<file path="src/rtl/hazard_pkg.sv">
// Shared types and constants for the pipeline hazard controller.
package hazard_pkg;

    typedef enum logic [1:0] {
        ST_RUN      = 2'd0,
        ST_MEM_WAIT = 2'd1,
        ST_FAULT    = 2'd2
    } state_t;

    localparam logic [4:0] REG_ZERO = 5'd0;

endpackage

</file>
<file path="src/rtl/sat_counter.sv">
// Saturating up-counter: increments on inc, sticks at all-ones, clears on rst.
module sat_counter #(
    parameter int unsigned W = 16
) (
    input  logic         clk,
    input  logic         rst,
    input  logic         inc,
    output logic [W-1:0] count
);

    localparam logic [W-1:0] ONE = W'(1);

    // NOTE: state registers use non-blocking (<=) so every flop samples pre-edge values.
    always_ff @(posedge clk or posedge rst) begin
        if (rst) begin
            count <= '0;
        end else if (inc && (count != '1)) begin
            count <= count + ONE;
        end
    end

endmodule

</file>
<file path="src/rtl/hazard_controller.sv">
// Load-use stall, taken-branch flush and data-memory wait sequencing for the
// 5-stage pipeline, with saturating stall/flush statistics.
module hazard_controller
    import hazard_pkg::*;
#(
    parameter int unsigned WAIT_LIMIT = 16,
    parameter int unsigned CNT_W      = 16
) (
    input  logic             clk,
    input  logic             rst,
    input  logic [4:0]       rs_ifid,
    input  logic [4:0]       rt_ifid,
    input  logic             uses_rt_ifid,
    input  logic             mem_read_idex,
    input  logic [4:0]       rt_idex,
    input  logic             branch_taken,
    input  logic             mem_req_exmem,
    input  logic             mem_ready,
    output logic             pc_write,
    output logic             ifid_write,
    output logic             ifid_flush,
    output logic             idex_flush,
    output logic             pipe_hold,
    output logic             memwb_bubble,
    output logic             mem_timeout,
    output logic [1:0]       state,
    output logic [CNT_W-1:0] stall_count,
    output logic [CNT_W-1:0] flush_count
);

    localparam logic [15:0] WAIT_MAX = 16'(WAIT_LIMIT);

    state_t      state_q, state_d;
    logic [15:0] wait_cnt, wait_d;
    logic        load_use, mem_wait;
    logic        hold, decode;

    assign load_use = mem_read_idex && (rt_idex != REG_ZERO) &&
                      ((rt_idex == rs_ifid) || (uses_rt_ifid && (rt_idex == rt_ifid)));
    assign mem_wait = mem_req_exmem && !mem_ready;

    always_ff @(posedge clk or posedge rst) begin
        if (rst) begin
            state_q  <= ST_RUN;
            wait_cnt <= '0;
        end else begin
            state_q  <= state_d;
            wait_cnt <= wait_d;
        end
    end

    // NOTE: every output and next-state value gets a default first, so no path infers a latch.
    always_comb begin
        state_d      = state_q;
        wait_d       = wait_cnt;
        hold         = 1'b0;
        decode       = 1'b0;
        pc_write     = 1'b1;
        ifid_write   = 1'b1;
        ifid_flush   = 1'b0;
        idex_flush   = 1'b0;
        pipe_hold    = 1'b0;
        memwb_bubble = 1'b0;
        mem_timeout  = 1'b0;

        case (state_q)
            ST_RUN: begin
                if (mem_wait) begin
                    hold    = 1'b1;
                    state_d = ST_MEM_WAIT;
                    wait_d  = 16'd1;
                end else begin
                    decode = 1'b1;
                end
            end
            ST_MEM_WAIT: begin
                if (mem_ready) begin
                    decode  = 1'b1;
                    state_d = ST_RUN;
                    wait_d  = '0;
                end else if (wait_cnt == WAIT_MAX) begin
                    hold    = 1'b1;
                    state_d = ST_FAULT;
                end else begin
                    hold   = 1'b1;
                    wait_d = wait_cnt + 16'd1;
                end
            end
            ST_FAULT: begin
                hold        = 1'b1;
                mem_timeout = 1'b1;
            end
            default: state_d = ST_RUN;
        endcase

        // While held, branch/load-use sources are frozen and re-evaluated on release.
        if (hold) begin
            pc_write     = 1'b0;
            ifid_write   = 1'b0;
            pipe_hold    = 1'b1;
            memwb_bubble = 1'b1;
        end else if (decode) begin
            if (branch_taken) begin
                ifid_flush = 1'b1;
                idex_flush = 1'b1;
            end else if (load_use) begin
                pc_write   = 1'b0;
                ifid_write = 1'b0;
                idex_flush = 1'b1;
            end
        end
    end

    assign state = state_q;

    sat_counter #(.W(CNT_W)) u_stall_cnt (
        .clk   (clk),
        .rst   (rst),
        .inc   ((state_q != ST_FAULT) && !pc_write),
        .count (stall_count)
    );

    sat_counter #(.W(CNT_W)) u_flush_cnt (
        .clk   (clk),
        .rst   (rst),
        .inc   (ifid_flush),
        .count (flush_count)
    );

endmodule

</file>
<file path="config.mk">
export PLATFORM = sky130hd
export DESIGN_NAME = hazard_controller
export DESIGN_NICKNAME = d
export VERILOG_FILES = /design/src/rtl/hazard_pkg.sv /design/src/rtl/sat_counter.sv /design/src/rtl/hazard_controller.sv
export SDC_FILE = /design/constraint.sdc
export NUM_CORES = 1
export LEC_CHECK = 0
export CAP_MARGIN = 15
export CORE_MARGIN = 2
export CORE_UTILIZATION = 30
export DETAILED_ROUTE_END_ITERATION = 6
export GPL_TIMING_DRIVEN = 0
export PLACE_DENSITY = 0.54
export SLEW_MARGIN = 5
export SYNTH_ARGS = -nofsm -noshare
export SYNTH_HDL_FRONTEND = slang
export SYNTH_HIERARCHICAL = 1
export SYNTH_SLANG_ARGS = --single-unit
</file>
<file path="constraint.sdc">
create_clock -name clk -period 2.3 [get_ports clk]
set_input_delay 0.345 -clock clk [delete_from_list [all_inputs] [get_ports clk]]
set_output_delay 0.345 -clock clk [all_outputs]
set_load 0.02 [all_outputs]
</file>
======== Yosys cells after proc, flatten, opt, wreduce, memory -nomap -nowiden ========
Index checks and enable logic that the tools add are counted.
operators by class
  add/sub/neg operators ................... 3
  bitwise gates (word level) .............. 1
  shifts and indexed selects .............. 0
  div/mod/pow operators ................... 0
  reduce and logical (&&, ||, !) cells .... 15
  $mul .................................... 0
  equality and inequality tests ........... 11
  mux-type cells .......................... 27
  order comparisons ....................... 0
operators with widths
  kind                                                              number
  16-bit by 1-bit adder with 16-bit output, second input constant   3
  16-bit 2-to-1 mux                                                 3
  16-bit != test, second input constant                             2
  16-bit case mux with 2 select lines                               1
  1-bit 2-to-1 mux                                                  17
  16-bit by 5-bit == test with 1-bit output, second input constant  1
  5-bit == test                                                     2
  1-bit logical AND                                                 7
  2-bit 2-to-1 mux                                                  3
  3-bit != test, second input constant                              2
  2-bit case mux with 3 select lines                                1
  3-bit AND reduction                                               2
  5-bit nonzero test                                                1
  2-bit != test, second input constant                              2
  1-bit case mux with 3 select lines                                1
  2-bit by 1-bit == test with 1-bit output, second input constant   1
  2-bit == test, second input constant                              1
  1-bit logical NOT                                                 2
  2-bit logical NOT                                                 1
  1-bit case mux with 2 select lines                                1
  2-bit nonzero test                                                1
  1-bit logical OR                                                  1
  1-bit NOT                                                         1
storage, ports and cells
  memory bits (writable) .................. 0
  input bits .............................. 22
  register bits after elaboration ......... 50
  bits in latches ......................... 0
  memories ................................ 0
  word-level logic and storage cells ...... 61
  bits in read-only memories .............. 0
  output and inout bits ................... 41

======== Logic depth before layout (Yosys ltp) ========
  word-level depth ........................ 11
  mapped depth ............................ 9
  depth with buffers taken out ............ 8

======== Hierarchy ========
The synthesis kept the hierarchy.
modules (own cells, without submodules)
  module             cells each  sequential area each (um2)  area an instance (um2)  instances
  sat_counter        71          400.4                       805.8                   2
  hazard_controller  144         450.4                       1296.2                  1

======== Worst setup path after synthesis ========
Ideal clock, no wire load.
  kind .................................... reg2reg
  start point ............................. register state_q[1], in the netlist state[1]
  end point ............................... register u_stall_cnt.count[14]
  slack ................................... -38 ps
  required time ........................... 2175 ps
  path buffers ............................ 1
  cell stages (with the launch flop) ...... 8
  data arrival time ....................... 2213 ps
  clock period less this slack ............ 2338 ps
  setup time .............................. 125 ps
  cell sequence ........................... dfrtp_1 > buf_6 > or3_1 > o21ai_0 > and4_1 > nand3_1 > nor2_1 > mux2_2
on the way
  word-level cells in the longest chain between the ends .. 7
  elaborated cells between the ends (all ways) .. 11
  classes of those cells .................. eq/ne: 3; mux: 4; reduce/logical: 4
RTL lines
  what                                                                                  line                      source
  start: declaration                                                                    hazard_controller.sv:33   state_t state_q, state_d;
  start signal: assignment                                                              hazard_controller.sv:47   state_q <= state_d;
  2-bit by 1-bit == test with 1-bit output / 2-bit logical NOT (equally long branches)  hazard_controller.sv:66   case (state_q)
  1-bit case mux with 2 select lines                                                    hazard_controller.sv:66
  1-bit 2-to-1 mux                                                                      hazard_controller.sv:102  end else if (decode) begin
  1-bit 2-to-1 mux                                                                      hazard_controller.sv:97   if (hold) begin
  1-bit logical NOT                                                                     hazard_controller.sv:119  .inc ((state_q != ST_FAULT) && !pc_write),
  1-bit logical AND (*)                                                                 hazard_controller.sv:119
  1-bit logical AND (*)                                                                 sat_counter.sv:17         end else if (inc && (count != '1)) begin
  end signal: assignment                                                                sat_counter.sv:18         count <= count + ONE;
  end: declaration                                                                      sat_counter.sv:8          output logic [W-1:0] count
Mark *: on every way between the ends. The rest lies on a longest branch, timed or not.
A chain may end at the register's enable or synchronous reset.

======== Final worst setup path ========
  start point ............................. input port mem_ready
  end point ............................... output port pc_write
on the way
  word-level cells in the longest chain between the ends .. 6
  elaborated cells between the ends (all ways) .. 10
  classes of those cells .................. mux: 8; reduce/logical: 2
RTL lines
  what                                line                      source
  start: declaration                  hazard_controller.sv:18   input logic mem_ready,
  1-bit logical NOT                   hazard_controller.sv:40   assign mem_wait = mem_req_exmem && !mem_ready;
  1-bit logical AND                   hazard_controller.sv:40
  1-bit 2-to-1 mux                    hazard_controller.sv:68   if (mem_wait) begin
  1-bit case mux with 2 select lines  hazard_controller.sv:66
  1-bit 2-to-1 mux                    hazard_controller.sv:102
  1-bit 2-to-1 mux (*)                hazard_controller.sv:97
  end: declaration                    hazard_controller.sv:19   output logic pc_write,
Marked as above.

==> metrics.md <==
| Metric | Value |
|---|---|
| First DRT Iteration DRCs | 113 |
| Worst path arrival time | 1.86 ns |
| Share of cells above drive strength 1 | 18.84% |
| DIE HEIGHT | 102.5 um |
| Inserted Clock Buffers | 5 |
| # port buffers | 62 |
| Synth Register Bits | 50 |
| Clk pwr share | 24.9% |
| Startpoint types | primary input |
| Slew Viols, Final | 0 |
| Worst hold path type | primary input to async pin |
| First-pass GRT wire length | 10940 um |
| Status | finished, final reports clean |
| Setup_tns | 0 ns |
| Top delay family on crit path | buffers and inverters |
| Final Cycle Share | 95.90% |
| Worst reg2reg setup slack | 0.13 ns |
| Cell taking the most area after synthesis | dfrtp_1 |
| Total grt overflow | 0 |
| Antenna diode count | 0 |
| Clock-pin slew on the worst setup and hold paths | 0.11 ns |
| Sw Pwr | 0.0009073 W |
| Fin cells | 490 |
| Setup Crit Path Kind | primary input to output port |
| Initial antenna violation count | 0 |
| Post-DP HPWL | 4870 um |
| Die Wd | 102.5 um |
| Crit end category | output port |
| Async set-reset flop share out of synthesis | 100.0% |
| Internal power | 0.001720 W |
| FP Rows | 35 |
| Critical R2R Capture | u_flush_cnt/count[14] |
| Minimum clock period | 2.206 ns |
| Starting Density | 31.17% |
| Final setup fails | 0 |
| Least-Margin Pin Slew | 0.6939 ns |
| Max Fclk | 453.4 MHz |
| Design Area, Final | 3890 um^2 |
| Final hold viol count | 0 |
| Area delta synth->final | 33.78% |
| Worst-Skew Late Latency | 0.32 ns |
| Synth Net Count | 312 |
| R2r worst-path depth | 9 |
| Hold Slack | 0.4766 ns |
| Max-Cap Viols | 0 |
| Critical R2R Launch | state[0] |
| Vias per std cell | 4.943 |
| Critical path, cell by cell | clkdlybuf4s50_1 -> o21ba_2 -> nor2_2 -> a21oi_2 -> o21ba_2 -> buf_4 -> buf_4 |
| CORE AREA | 9328 um^2 |
| Post-synth top area share | 43.03% |
| # H-tree levels | 2 |
| Largest net degree at the start of global routing | 19 |
| Synth cell types | 54 |
| Seq/Total Area, Yosys | 43.03% |
| Routed WL per cell | 13.37 um |
| TritonCTS clock tree | done |
| Deepest clock path buffer count | 2 |
| # hold bufs at CTS | 0 |
| Mean post-synth cell area | 10.17 um^2 |
| Worst path slowest cell | clkdlybuf4s50_1 |
| Vias in the first global route | 2338 |
| Peak supply drop | 612.3 uV |
| PwrDens | 675.5 nW/um^2 |
| # clock sinks | 50 |
| Max_slew headroom | 53.69% |
| Tot GR Track Use | 13.01% |
| Leakage | 1.600 nW |
| Crit Path Max Fanout | 6 |
| List of most frequent post-synthesis cells | 50 x dfrtp_1, 24 x xnor2_1, 23 x nand2_1 |
| Post-synth EDFFs | 0 |
| WP data required | 1.96 ns |
| Area contributors post-synth | dfrtp_1 43%, xnor2_1 7.2%, a21oi_1 3.1%, nand3_1 3.1%, nand2_1 3.0% |
| Sw Ratio | 34.53% |
| Worst Clk Skew | 0.01313 ns |
| Placed cell area | 3690 um^2 |
| Die area | 10500 um^2 |
| Pre-Repair DR Iteration Count | 4 |
| Logic pwr share | 30.1% |
| DRC | 0 |
| GP Congestion | 0.7670 |
| Nets@finish | 386 |
| Syn Inst Count | 286 |
| CP max stage delay | 0.50 ns |
| Routed wire length | 6552 um |
| Routed vias | 2422 |
| Most numerous cell in the Yosys netlist | dfrtp_1 |
| Ys Warns | 6 |
| Post-synth top flop | dfrtp_1 |
| Mapped Area | 2908 um^2 |
| Io pins | 63 |
| Reg power frac | 45.0% |
| Buf/Inv on CP | 3 |
| Antenna viol nets, final | 0 |
| Root Buffer | clkbuf_8 |
| Inst Count DP | 477 |
==> per-stage QoR <==
step	setup slack, ns	utilization (%)	power (W)
final	0.09427	41.70	0.002628
after global routing	-0.01586	41.70	0.002805
after CTS	0.0007416	40.99	0.002645
after detailed placement	-0.7557	39.56	0.001976
after global placement	-0.7755	39.56	0.001971
after floorplan	0.01779	-	0.001593
==> layout by cell type (no fill, tap or decap), types with 7 or more instances in the layout <==
cell type	instances
a21oi_1	17
and3_1	8
buf_4	10
clkdlybuf4s50_1	47
dfrtp_1	49
dlygate4sd2_1	10
inv_1	10
nand2_1	23
nand3_1	16
nand4_1	13
nor2_1	10
o31ai_1	7
xnor2_1	24
xor2_1	9
==> how the worst max path moves through the flow <==
stage	slack, ns	from	cells past startpoint	to
global placement	-0.78	rt_idex[3]	9	u_stall_cnt/count[14]
CTS	0.0007	rt_idex[1]	6	idex_flush
finish	0.09	mem_ready	7	pc_write
detailed placement	-0.76	rt_idex[3]	9	u_stall_cnt/count[14]
floorplan	0.02	state[0]	9	u_flush_cnt/count[14]
global route	-0.02	rt_idex[1]	10	u_stall_cnt/count[13]
==> cell type report <==
cell class | count | area, um^2
clock buffers | 5 | 68.82
clock inverters | 3 | 48.80
fillers | 938 | 5438
flip-flops and latches | 50 | 1252
multi-input cells | 217 | 1620
repair buffers | 67 | 633.1
plain buffers | 8 | 63.81
inverters | 11 | 41.29
well taps | 129 | 161.4
==> sequential cells by signal, summed over array words and instances (netlist names) <==
register / flops
wait_cnt: 16
u_flush_cnt/count: 16
state: 2
u_stall_cnt/count: 16
==> power groups by stage <==
stage,logic [W],registers [W],clock network (W)
2_1_floorplan,0.000304,0.00129,0
3_3_place_gp,0.000779,0.00119,0
3_5_place_dp,0.000786,0.00119,0
4_1_cts,0.000786,0.00118,0.000681
5_1_grt,0.000867,0.00122,0.000720
6_report,0.000791,0.00118,0.000655
==> per-layer routing <==
| layer | vias up | global-route usage [%] | share of wire [%] |
|---|---|---|---|
| li1 | 1205 | - | - |
| met1 | 1157 | 17.44 | 49 |
| met2 | 53 | 20.97 | 45 |
| met3 | 7 | 3.557 | 5.1 |
| met4 | 0 | 3.077 | 0.98 |
| met5 | - | 0 | 0 |
==> logic make-up after synthesis <==
kind of cell               Yosys count  share of synthesized area, %
AOI/OAI and AO/OA                   47                         11.10
xor gates and xnor gates            33                         9.940
adders and majority gates            4                         1.721
buffers and inverters               19                         3.528
DFF                                 50                         43.03
muxes                                8                         2.926
and+or+nand+nor                    125                         27.75
==> what timing repair did <==
item                                    CTS  global route
endpoints found under the setup margin   19            11
buffers inserted                          1             4
pin swaps                                 5             2
gates resized for setup                  37            10
Power figures use the tool's default switching activity.
